$ cat config.mk
export PLATFORM = sky130hd
export DESIGN_NAME = dkong3_vram_cpu_if
export DESIGN_NICKNAME = d
export VERILOG_FILES = /design/src/rtl/dkong3_vram_cpu_if.sv
export SDC_FILE = /design/constraint.sdc
export NUM_CORES = 1
export LEC_CHECK = 0
export BUFFER_PORTS_ARGS = -buffer_cell sky130_fd_sc_hd__buf_2
export CAP_MARGIN = 5
export CORE_MARGIN = 2
export CORE_UTILIZATION = 40
export DETAILED_ROUTE_END_ITERATION = 7
export PLACE_DENSITY = 0.56
export SYNTH_ARGS = -nofsm -noshare
export SYNTH_HDL_FRONTEND = slang
export SYNTH_SLANG_ARGS = --single-unit
$ cat constraint.sdc
create_clock -name I_CLK_24M -period 3 [get_ports I_CLK_24M]
set_input_delay 0.6 -clock I_CLK_24M [delete_from_list [all_inputs] [get_ports I_CLK_24M]]
set_output_delay 0.6 -clock I_CLK_24M [all_outputs]
set_load 0.02 [all_outputs]
$ cat src/rtl/dkong3_vram_cpu_if.sv
// CPU-side master for the background-tile VRAM port.
// Writes are posted through a small FIFO so the CPU rarely stalls. Reads stall
// the CPU through WAITn until the data returns. An access starts only while the
// registered VRAM busy flag reports a free window. Once started, an access
// always runs to completion.
//
// Ports:
//   I_CLK_24M       single clock for all state
//   I_RESET         synchronous, active-high reset
//   I_CPU_AB/DB     CPU VRAM offset / write data
//   I_CPU_WR_REQ    write request, one-cycle qualifier
//   I_CPU_RD_REQ    read request, one-cycle qualifier
//   O_CPU_DB        read data, held until the next read completes
//   O_CPU_RD_VALID  one-cycle pulse when O_CPU_DB updates
//   O_CPU_WAITn     low = CPU must stall and issue no new requests
//   I_VRAMBUSYn     VRAM scan-window flag; low = no access may start
//   I_VRAM_DB       VRAM read data
//   O_VRAM_AB/DB    VRAM address / write data (DB is 0 when not writing)
//   O_VRAM_WRn/RDn  active-low write / read strobes
//   O_FIFO_LEVEL    posted writes outstanding
module dkong3_vram_cpu_if #(
  parameter int unsigned FIFO_DEPTH    = 4,
  parameter int unsigned STROBE_CYCLES = 4
) (
  input  logic       I_CLK_24M,
  input  logic       I_RESET,
  input  logic [9:0] I_CPU_AB,
  input  logic [7:0] I_CPU_DB,
  input  logic       I_CPU_WR_REQ,
  input  logic       I_CPU_RD_REQ,
  output logic [7:0] O_CPU_DB,
  output logic       O_CPU_RD_VALID,
  output logic       O_CPU_WAITn,
  input  logic       I_VRAMBUSYn,
  input  logic [7:0] I_VRAM_DB,
  output logic [9:0] O_VRAM_AB,
  output logic [7:0] O_VRAM_DB,
  output logic       O_VRAM_WRn,
  output logic       O_VRAM_RDn,
  output logic [3:0] O_FIFO_LEVEL
);

  localparam int unsigned PtrW = (FIFO_DEPTH > 1) ? $clog2(FIFO_DEPTH) : 1;
  localparam int unsigned CntW = $clog2(STROBE_CYCLES);
  localparam logic [CntW-1:0] CntLast = CntW'(STROBE_CYCLES - 1);
  localparam logic [3:0] LevelFull = 4'(FIFO_DEPTH);

  typedef enum logic [2:0] {
    StIdle,
    StWrSetup,
    StWrStrb,
    StWrHold,
    StRdSetup,
    StRdStrb,
    StRdDone
  } state_e;

  state_e          state_q, state_d;
  logic [CntW-1:0] cnt_q, cnt_d;
  logic            busy_q;

  logic [9:0]      fifo_ab_q [FIFO_DEPTH];
  logic [7:0]      fifo_db_q [FIFO_DEPTH];
  logic [PtrW-1:0] wr_ptr_q, rd_ptr_q;
  logic [3:0]      level_q, level_d;

  logic            rd_pending_q, rd_pending_d;
  logic [9:0]      rd_addr_q;

  logic [9:0]      vram_ab_q, vram_ab_d;
  logic [7:0]      vram_db_q, vram_db_d;
  logic            wrn_q, wrn_d;
  logic            rdn_q, rdn_d;
  logic [7:0]      cpu_db_q, cpu_db_d;
  logic            rd_valid_q, rd_valid_d;
  logic            waitn_q, waitn_d;

  logic wr_acc, rd_acc, push, pop, fifo_empty, strb_last;

  // Requests are only taken while WAITn is high; full FIFO forces WAITn low,
  // so a push can never overflow.
  assign wr_acc     = I_CPU_WR_REQ && waitn_q;
  assign rd_acc     = I_CPU_RD_REQ && waitn_q;
  assign push       = wr_acc;
  assign pop        = (state_q == StWrHold);
  assign fifo_empty = (level_q == 4'd0);
  assign strb_last  = (cnt_q == CntLast);

  // State register
  always_ff @(posedge I_CLK_24M) begin
    if (I_RESET) begin
      state_q <= StIdle;
      cnt_q   <= '0;
    end else begin
      state_q <= state_d;
      cnt_q   <= cnt_d;
    end
  end

  // Next-state logic; busy_q only matters when leaving idle.
  always_comb begin
    state_d = state_q;
    cnt_d   = '0;
    unique case (state_q)
      StIdle: begin
        if (busy_q && !fifo_empty) begin
          state_d = StWrSetup;
        end else if (busy_q && rd_pending_q) begin
          state_d = StRdSetup;
        end
      end
      StWrSetup: state_d = StWrStrb;
      StWrStrb: begin
        if (strb_last) state_d = StWrHold;
        else           cnt_d   = cnt_q + 1'b1;
      end
      StWrHold:  state_d = StIdle;
      StRdSetup: state_d = StRdStrb;
      StRdStrb: begin
        if (strb_last) state_d = StRdDone;
        else           cnt_d   = cnt_q + 1'b1;
      end
      StRdDone:  state_d = StIdle;
      default:   state_d = StIdle;
    endcase
  end

  // Output logic: decoded from the next state so the registered strobes line
  // up exactly with the state register and never glitch.
  always_comb begin
    vram_ab_d  = vram_ab_q;
    vram_db_d  = 8'h00;
    wrn_d      = 1'b1;
    rdn_d      = 1'b1;
    rd_valid_d = 1'b0;
    cpu_db_d   = cpu_db_q;
    unique case (state_d)
      StWrSetup, StWrStrb, StWrHold: begin
        vram_ab_d = fifo_ab_q[rd_ptr_q];
        vram_db_d = fifo_db_q[rd_ptr_q];
        wrn_d     = (state_d != StWrStrb);
      end
      StRdSetup, StRdStrb: begin
        vram_ab_d = rd_addr_q;
        rdn_d     = (state_d != StRdStrb);
      end
      StRdDone:  rd_valid_d = 1'b1;
      default:   ;
    endcase
    if (state_q == StRdStrb && strb_last) begin
      cpu_db_d = I_VRAM_DB;
    end
  end

  // Level, read-pending and WAITn bookkeeping
  always_comb begin
    level_d = level_q;
    unique case ({push, pop})
      2'b10:   level_d = level_q + 4'd1;
      2'b01:   level_d = level_q - 4'd1;
      default: level_d = level_q;
    endcase

    rd_pending_d = rd_pending_q;
    if (state_q == StRdDone) rd_pending_d = 1'b0;
    if (rd_acc)              rd_pending_d = 1'b1;

    waitn_d = !(rd_pending_d || (level_d == LevelFull));
  end

  always_ff @(posedge I_CLK_24M) begin
    if (I_RESET) begin
      busy_q       <= 1'b0;
      wr_ptr_q     <= '0;
      rd_ptr_q     <= '0;
      level_q      <= 4'd0;
      rd_pending_q <= 1'b0;
      rd_addr_q    <= 10'd0;
      vram_ab_q    <= 10'd0;
      vram_db_q    <= 8'h00;
      wrn_q        <= 1'b1;
      rdn_q        <= 1'b1;
      cpu_db_q     <= 8'h00;
      rd_valid_q   <= 1'b0;
      waitn_q      <= 1'b1;
    end else begin
      busy_q       <= I_VRAMBUSYn;
      level_q      <= level_d;
      rd_pending_q <= rd_pending_d;
      vram_ab_q    <= vram_ab_d;
      vram_db_q    <= vram_db_d;
      wrn_q        <= wrn_d;
      rdn_q        <= rdn_d;
      cpu_db_q     <= cpu_db_d;
      rd_valid_q   <= rd_valid_d;
      waitn_q      <= waitn_d;
      if (push) wr_ptr_q  <= wr_ptr_q + 1'b1;
      if (pop)  rd_ptr_q  <= rd_ptr_q + 1'b1;
      if (rd_acc) rd_addr_q <= I_CPU_AB;
    end
  end

  // Payload storage needs no reset; level_q qualifies every entry.
  always_ff @(posedge I_CLK_24M) begin
    if (push) begin
      fifo_ab_q[wr_ptr_q] <= I_CPU_AB;
      fifo_db_q[wr_ptr_q] <= I_CPU_DB;
    end
  end

  assign O_VRAM_AB      = vram_ab_q;
  assign O_VRAM_DB      = vram_db_q;
  assign O_VRAM_WRn     = wrn_q;
  assign O_VRAM_RDn     = rdn_q;
  assign O_CPU_DB       = cpu_db_q;
  assign O_CPU_RD_VALID = rd_valid_q;
  assign O_CPU_WAITn    = waitn_q;
  assign O_FIFO_LEVEL   = level_q;

endmodule

==> run metrics, run 1 <==
H-tree depth 4; Die X 115 µm; hold_sp I_CPU_DB[4]; total gr overflow 0; first-pass GRT wire length 16000 µm; Post-Synthesis Cells 366; WS Path Type reg2reg; Setup crit end kind flop; die area 13200 µm²; Max-cap violations 0; crit-path leading delay family simple AND/OR/NAND/NOR gates; Max Freq 0.404 GHz; Slew HR 0.504; register-to-register setup slack roughly 0.53 ns; CTS clock-pin slew for the worst setup and hold paths roughly 0.06 ns; sequence of cells on the critical path and3b_1 -> nand2_1 -> xnor2_1 -> ha_1 -> a21oi_1 -> nand3_1 -> a21oi_1 -> mux2_2 -> a31oi_1; Pleak 2.21 nW; post-route cell area ~6000 µm²; crit path max fanout 13; largest net degree at the start of global routing 26; GPL Wtd Cong 0.723; fraction of registers with async set/reset 0; DRT Pass-1 Iters 4; post_cts resized 0; vias per cell 5.22; most used cell, CP a21oi_1; Seq. cell area approximately 3300 µm²; clk buf depth 2; max incr delay on CP 0.59 ns; crit path DAT around 2.8 ns; dominant cell type by area after synthesis edfxtp_1; Post-Syn Area between 4000 and 5000 µm²; Final Max Slew Viols 0; Slew @ Worst Pin 0.743 ns; instance area at placement 5380 µm²; port bufs 64; antenna cells 0; Netlist cell types 42; Synth Register Bits 129; status finished clean; Worst setup SP type flop; Worst EP required between 3 and 4 ns; number of flops mapped to enable cells by yosys a little over 70; clk_lat worst skew 0.41 ns; maximum vdd drop ~0.39 mV; initial core utilization 0.410; Crit path buffers/inverters 0; Tot GR Track Use 0.165; syn_area_per_cell roughly 13 µm²; row cnt 40; sequential fraction of the synthesis area 0.671; routed length per instance about 17 µm; root buf cell clkbuf_16; hold crit path type in2reg; drt drc 0; Tcrit/Tclk final 0.825; Inst Count DP 563; vias in the first global route 3074; Final #Nets 473; HPWL Detailed roughly 6400 µm; WL final between 10000 and 15000 µm; Worst Setup SP state_q[0]$_SDFF_PP0_; Non-Filler Instances 595; Post-CTS Setup Repair Bufs 0; largest cells by area after synthesis edfxtp_1 (44%), dfxtp_1 (23%), mux4_2 (8.2%); Post-DRT Antenna Nets 0; min cycle time layout roughly 2.5 ns; clock skew 0.00637 ns; Finish-stage setup viols 0; Ys Warns 0; Final Hold Viols 0; Total Neg Setup Slack 0 ns; Multi-input gate area 1490 µm²; initial antenna violation count 0; prevailing post-synth register cell edfxtp_1; hold_buf cts 0; PD cells between 700 and 800 nW/µm²; fillers 1087; Num CTS Buffers 17; core area 12000 µm²; syn_nets 404; DRT iter0 DRCs 143; CTS Sinks 129; CP max-delay cell dfxtp_1; top cell type's share of synthesized area 0.439; TritonCTS clock tree done; # IOs 65; reg-to-reg startpoint state_q[0]$_SDFF_PP0_; die height ~110 µm; RSZ-0062 raised after global routing no; Vias a little over 3000; share of cells above drive strength 1 0.272; Layout area overhead 21.1%
where the power goes:
part | switching (mW) | internal [mW]
clock network | 0.709 | 1.32
registers | 0.0533 | 1.97
logic | 0.242 | 0.143
total | 1.01 | 3.43
per-layer routing:
metal	wire length, µm	vias up	track usage
met4	193	0	0.0715
met1	4360	1519	0.202
met2	5030	76	0.266
met5	0	-	0
li1	-	1495	-
met3	523	16	0.0575
cells by family (layout without fill, tap and decap cells):
group / after synthesis / in the layout / share of synthesized area
xor gates and xnor gates: 6 / 6 / 0.0107
AOI/OAI and AO/OA: 59 / 59 / 0.0740
and+or+nand+nor: 117 / 117 / 0.113
muxes: 20 / 20 / 0.0867
buffers and inverters: 28 / 110 / 0.0272
DFF: 129 / 129 / 0.671
adders and majority gates: 7 / 7 / 0.0178
final timing paths:
kind	endpoint	cells after the start
max	O_CPU_WAITn$_SDFF_PP1_	9
min	fifo_db_q[2][4]$_DFFE_PP_	1
max reg2reg	O_CPU_WAITn$_SDFF_PP1_	9
min reg2reg	cnt_q[0]$_SDFF_PP0_	1
cell usage after synthesis, drive strengths merged (2+ instances only):
master and n:
a21oi 27, a311oi 10, and3 12, buf 2, clkbuf 20, dfxtp 57
edfxtp 72, ha 7, inv 6, mux4 18, nand2 46, nand2b 3
nand3 15, nand4b 2, nor2 24, nor2b 2, nor3 2, nor4 3
o21ai 15, or4 2, xnor2 3, xor2 3
registers in the layout, summed over array words and instances (netlist names), named ones only:
| signal | count |
|---|---|
| O_VRAM_WRn | 1 |
| busy_q | 1 |
| O_VRAM_DB | 8 |
| rd_pending_q | 1 |
| cnt_q | 2 |
| state_q | 3 |
| fifo_db_q | 32 |
| rd_addr_q | 10 |
| O_VRAM_AB | 10 |
| O_CPU_WAITn | 1 |
| fifo_ab_q | 40 |
| O_CPU_DB | 8 |
| O_FIFO_LEVEL | 4 |
| O_VRAM_RDn | 1 |
| rd_ptr_q | 2 |
| wr_ptr_q | 2 |
| O_CPU_RD_VALID | 1 |
cell usage in the layout, fill, tap and decap left out, types with 8 or more instances in the layout:
cell	instances
dfxtp_1	57
nand2_1	46
clkbuf_16	17
and3_1	12
a21oi_1	27
buf_4	8
nor2_1	24
nand3_1	15
o21ai_0	14
edfxtp_1	72
buf_2	64
mux4_2	18
a311oi_1	10
cell type report:
| class | count | area share |
|---|---|---|
| clock buffer | 21 | 0.0755 |
| inverter | 6 | 0.00378 |
| tap | 147 | 0.0308 |
| multi-input combinational | 209 | 0.249 |
| sequential | 129 | 0.554 |
| timing repair buffer | 72 | 0.0638 |
| clock inverter | 11 | 0.0231 |
metrics by stage:
| step | power [mW] | hold slack, ns | utilization | worst slack (ns) |
|---|---|---|---|---|
| 2_1_floorplan | 2.30 | 0.397 | - | 0.842 |
| 3_3_place_gp | 2.44 | 0.407 | 0.448 | 0.680 |
| 3_5_place_dp | 2.45 | 0.425 | 0.448 | 0.550 |
| 4_1_cts | 4.49 | 0.382 | 0.497 | 0.527 |
| 5_1_grt | 4.61 | 0.390 | 0.497 | 0.341 |
| 6_report | 4.43 | 0.406 | 0.497 | 0.525 |
Power figures use the tool's default switching activity.
==> run 2: changes to the inputs <==
PLACE_DENSITY = 0.58   (was 0.56)
clock period = 2 ns   (was 3 ns; I/O delays follow)
==> run 2 against run 1 <==
Combinational power increased by 69%. Critical path depth down 5. Total power is 41% higher. Count of clock-buffer cells in the layout grew 1. Largest cell class unchanged.
==> run metrics, run 2 (same netlist as run 1, synthesis figures left out) <==
RSZ-0062 raised after global routing yes; GR Layer Usage met3 0.0438; Final Max Slew Viols 0; core area 12000 µm²; instance area at placement 5520 µm²; Worst setup SP type flop; Die X around 110 µm; # IOs 65; routed length per instance 16.4 µm; post-route cell area between 6000 and 7000 µm²; TritonCTS clock tree done; root buf cell clkbuf_16; vias per cell 5.19; reg-to-reg startpoint O_FIFO_LEVEL[3]$_SDFF_PP0_; met2 Resource Use GR 0.268; maximum vdd drop 0.567 mV; Hold Path Sink fifo_db_q[2][1]$_DFFE_PP_; Setup crit end kind flop; Max Freq between 0.5 and 0.6 GHz; Worst EP required 2.29 ns; Slew @ Worst Pin 0.785 ns; clock skew about 0.0065 ns; port bufs 64; max reg flops 40; min cycle time layout 1.99 ns; global route hottest layer met2; clk_lat worst skew between 0.4 and 0.5 ns; register with the most flip-flops fifo_ab_q; GPL Wtd Cong around 0.77; die height 115 µm; hold_buf cts 0; Max-cap violations 0; hold_sp I_CPU_DB[1]; first-pass GRT wire length 15800 µm; commonest cells after routing, fill and taps aside edfxtp_1 (72), buf_2 (64), dfxtp_1 (54); most common cell after layout, fill and taps aside edfxtp_1; Seq. cell area 3310 µm²; total gr overflow 0; DRT iter0 DRCs 127; Hold Crit Depth 1; Inst Count DP 581; HPWL Detailed 6310 µm; Non-Filler Instances 614; crit path max fanout 4; H-tree depth 4; Total Neg Setup Slack 0 ns; Vias 3187; die area 13200 µm²; biggest regs fifo_ab_q x40, fifo_db_q x32; crit path DAT approximately 2.3 ns; GR Layer Usage met1 0.194; PD cells 1030 nW/µm²; CTS clock-pin slew for the worst setup and hold paths around 0.05 ns; Post-DRT Antenna Nets 0; initial antenna violation count 0; clk buf depth 2; drt drc 0; Num CTS Buffers 17; Final #Nets 493; Layout area overhead 22.9%; WL final between 10000 and 15000 µm; Final Hold Viols 0; Pleak 2.28 nW; fillers 1074; Tcrit/Tclk final 0.995; status finished clean; WS Path Type reg2reg; Tot GR Track Use 0.163; row cnt 40; Multi-input gate area about 1500 µm²; antenna cells 0; hold crit path type in2reg; vias in the first global route between 3000 and 4000; Finish-stage setup viols 0; share of cells above drive strength 1 0.306; register-to-register setup slack 0.01 ns; DRT Pass-1 Iters 5; CTS Sinks between 100 and 150; FF-to-FF End O_VRAM_RDn$_SDFF_PP1_; Slew HR 0.477; largest net degree at the start of global routing 33; initial core utilization 0.410; Worst R2R Path Depth 4
## run 2: cell count changes in the layout (fill, tap and decap cells not counted), moves of 2 or more
cell,before,now
buf_4,8,27
bufinv_16,3,0
clkbuf_1,3,5
clkinv_1,1,4
clkinvlp_4,2,0
dfxtp_1,57,54
dfxtp_2,0,2
o21ai_0,14,6
o21ai_1,0,8
## run 2: where the power goes
part           switching [mW]  total [mW]  internal (mW)  leakage, nW
Combinational           0.397       0.650          0.253        0.911
Clock                    1.03        2.57           1.55        0.241
Sequential             0.0584        3.01           2.95         1.12
## run 2: what timing repair did
| item | 4_1_cts | 5_1_grt |
|---|---|---|
| resized for setup | 0 | 12 |
| pin swaps | 1 | 7 |
| setup endpoints to repair | 1 | 12 |
| buffers inserted | 1 | 1 |
## run 2: per-layer routing
layer / up-vias / share of wire
met3: 17 / 0.040
met1: 1566 / 0.44
li1: 1535 / -
met4: 0 / 0.022
met5: - / 0
met2: 69 / 0.50
## run 2: how the worst max path moves through the flow
stage / from / end / slack (ns) / cells after the start
global placement: O_FIFO_LEVEL[3]$_SDFF_PP0_ / O_VRAM_RDn$_SDFF_PP1_ / 0.05 / 4
CTS: state_q[2]$_SDFF_PP0_ / O_CPU_WAITn$_SDFF_PP1_ / 0.02 / 9
finish: O_FIFO_LEVEL[3]$_SDFF_PP0_ / O_VRAM_RDn$_SDFF_PP1_ / 0.01 / 4
detailed placement: O_FIFO_LEVEL[3]$_SDFF_PP0_ / O_VRAM_AB[3]$_SDFFE_PP0P_ / -0.02 / 5
global route: O_FIFO_LEVEL[3]$_SDFF_PP0_ / O_VRAM_RDn$_SDFF_PP1_ / -0.05 / 4
floorplan: O_FIFO_LEVEL[1]$_SDFF_PP0_ / O_VRAM_RDn$_SDFF_PP1_ / -0.05 / 5
## run 2: cell type report
class	count	area share
sequential	129	0.547
multi-input combinational	209	0.248
timing repair buffer	92	0.0898
clock buffer	22	0.0734
tap	147	0.0304
clock inverter	9	0.00724
inverter	6	0.00372
## run 2: per-stage QoR
step	setup WS [ns]	utilization	hold slack (ns)	total power, mW
after CTS	0.0200	0.502	0.186	6.29
final	0.0105	0.504	0.202	6.23
after detailed placement	-0.0185	0.459	0.429	3.70
after floorplan	-0.0452	-	0.397	3.45
after global placement	0.0488	0.459	0.406	3.68
after global routing	-0.0454	0.504	0.203	6.48
## run 2: worst max-delay path: stages, from the launching register on
cell	delay (ns)
dfxtp_1	0.31
or4_4	0.55
o31a_1	0.36
o21a_1	0.20
or4_1	0.45
==> run 3: changes to the inputs <==
CORE_MARGIN = default   (was 2)
==> run 3 against run 2 <==
The run now ends with design-rule violations, negative setup slack left. Clock skew is 0.0011 ns higher. Highest routed layer unchanged. Combinational power up 6.2%. Register-to-register slack worse by 0.07 ns. Sequential share of layout area fell by 1.6 points.
==> run metrics, run 3 (same netlist as run 1, synthesis figures left out) <==
RSZ-0062 raised after global routing yes; Final WS setup -0.0639 ns; vias per cell between 5 and 6; Worst EP required 2.28 ns; Slew HR 0.482; vias in the first global route 3155; root buf cell clkbuf_16; Tcrit/Tclk final 1.03; initial core utilization 0.410; commonest cells after routing, fill and taps aside edfxtp_1 (72), buf_2 (64), dfxtp_1 (54); largest net degree at the start of global routing 30; Layout area overhead 26.5%; CTS Sinks 129; initial antenna violation count 0; crit-path leading delay family compound AO/OA/AOI/OAI gates; drt drc 1; Final #Nets 493; status finished, violations left; Slew @ Worst Pin 0.777 ns; Max-cap violations 0; Total Neg Setup Slack -0.0969 ns; DRT Pass-1 Iters 8; failing checks design-rule violations, negative setup slack; post-place setup slack -0.000702 ns; clock skew approximately 0.0076 ns; Num CTS Buffers 17; Multi-input gate area 1550 µm²; row cnt 40; PD cells 1100 nW/µm²; sequence of cells on the critical path or4_4 -> o31a_1 -> o21a_1 -> buf_4 -> o21ai_1 -> a311oi_2; clk buf depth 2; Final Max Slew Viols 0; Tot GR Track Use 0.177; crit path DAT 2.34 ns; antenna cells 0; fillers 1053; WS Path Type reg2reg; die area 12800 µm²; Final Hold Viols 0; hold_buf cts 0; Pleak 2.35 nW; GPL Wtd Cong 0.723; Max Freq approximately 0.48 GHz; HPWL Detailed 6350 µm; CP max-delay cell or4_4; Post-DRT Antenna Nets 0; Crit path buffers/inverters 1; most common cell after layout, fill and taps aside edfxtp_1; H-tree depth 4; maximum vdd drop 0.537 mV; hold_sp I_CPU_DB[4]; min cycle time layout 2.06 ns; register with the most flip-flops fifo_ab_q; first-pass GRT wire length 16500 µm; Die X between 100 and 150 µm; instance area at placement 5540 µm²; crit path max fanout 10; biggest regs fifo_ab_q x40, fifo_db_q x32; WL final 10300 µm; port bufs 64; Vias around 3200; final core utilization 0.519; post-route cell area 6230 µm²; routed length per instance between 15 and 20 µm; CTS clock-pin slew for the worst setup and hold paths 0.05 ns; Finish-stage setup viols 4; Worst Setup SP O_FIFO_LEVEL[1]$_SDFF_PP0_; core area 12000 µm²; Worst setup SP type flop; TritonCTS clock tree done; share of cells above drive strength 1 0.346; # IOs 65; hold crit path type in2reg; total gr overflow 0; max reg flops 40; clk_lat worst skew 0.41 ns; die height 113 µm; max incr delay on CP between 0.5 and 0.6 ns; DRT iter0 DRCs 172; Seq. cell area 3310 µm²; Setup crit end kind flop; reg-to-reg startpoint O_FIFO_LEVEL[1]$_SDFF_PP0_
## run 3: cell count changes in the layout (fill, tap and decap cells not counted), moves of 3 or more
cell	before	now
a311oi_2	0	4
bufinv_16	0	3
o21ai_2	0	4
clkinv_1	4	0
a311oi_1	10	6
clkbuf_1	5	1
o21ai_1	8	5
clkbuf_8	0	3
## run 3: path summary, 6_finish.rpt
kind,cells past startpoint,end,slack (ns)
setup reg to reg,6,O_VRAM_AB[9]$_SDFFE_PP0P_,-0.06
hold / removal,1,fifo_db_q[3][4]$_DFFE_PP_,0.20
hold reg to reg,1,cnt_q[0]$_SDFF_PP0_,0.42
setup / recovery,6,O_VRAM_AB[9]$_SDFFE_PP0P_,-0.06
## run 3: per-stage QoR
| stage | cells | power, mW | hold WS, ns |
|---|---|---|---|
| after floorplan | 366 | 3.45 | 0.397 |
| after global placement | 581 | 3.70 | 0.407 |
| after detailed placement | 581 | 3.72 | 0.419 |
| after CTS | 613 | 6.85 | 0.181 |
| after global routing | 615 | 7.09 | 0.197 |
| final | 615 | 6.84 | 0.201 |
## run 3: layer usage
layer,share of wire,vias to the layer above,routed length [µm],global-route usage
met4,0.016,0,165,0.0816
met3,0.040,14,417,0.0461
met2,0.50,73,5120,0.299
li1,-,1537,-,-
met5,0,-,0,0
met1,0.45,1574,4610,0.213
## run 3: layout make-up
cell class / count / area share
clock inverters: 11 / 0.0217
well taps: 147 / 0.0295
clock buffers: 21 / 0.0755
repair buffers: 92 / 0.0892
multi-input cells: 209 / 0.249
flip-flops and latches: 129 / 0.531
inverters: 6 / 0.00362
## run 3: timing repair
item | CTS | global route
buffers inserted | 0 | 2
setup endpoints to repair | 0 | 14
gates resized for setup | 0 | 23
## run 3: where the power goes
group / internal (mW) / switching [mW]
sequential: 2.95 / 0.0597
combinational: 0.270 / 0.420
clock: 2.04 / 1.10
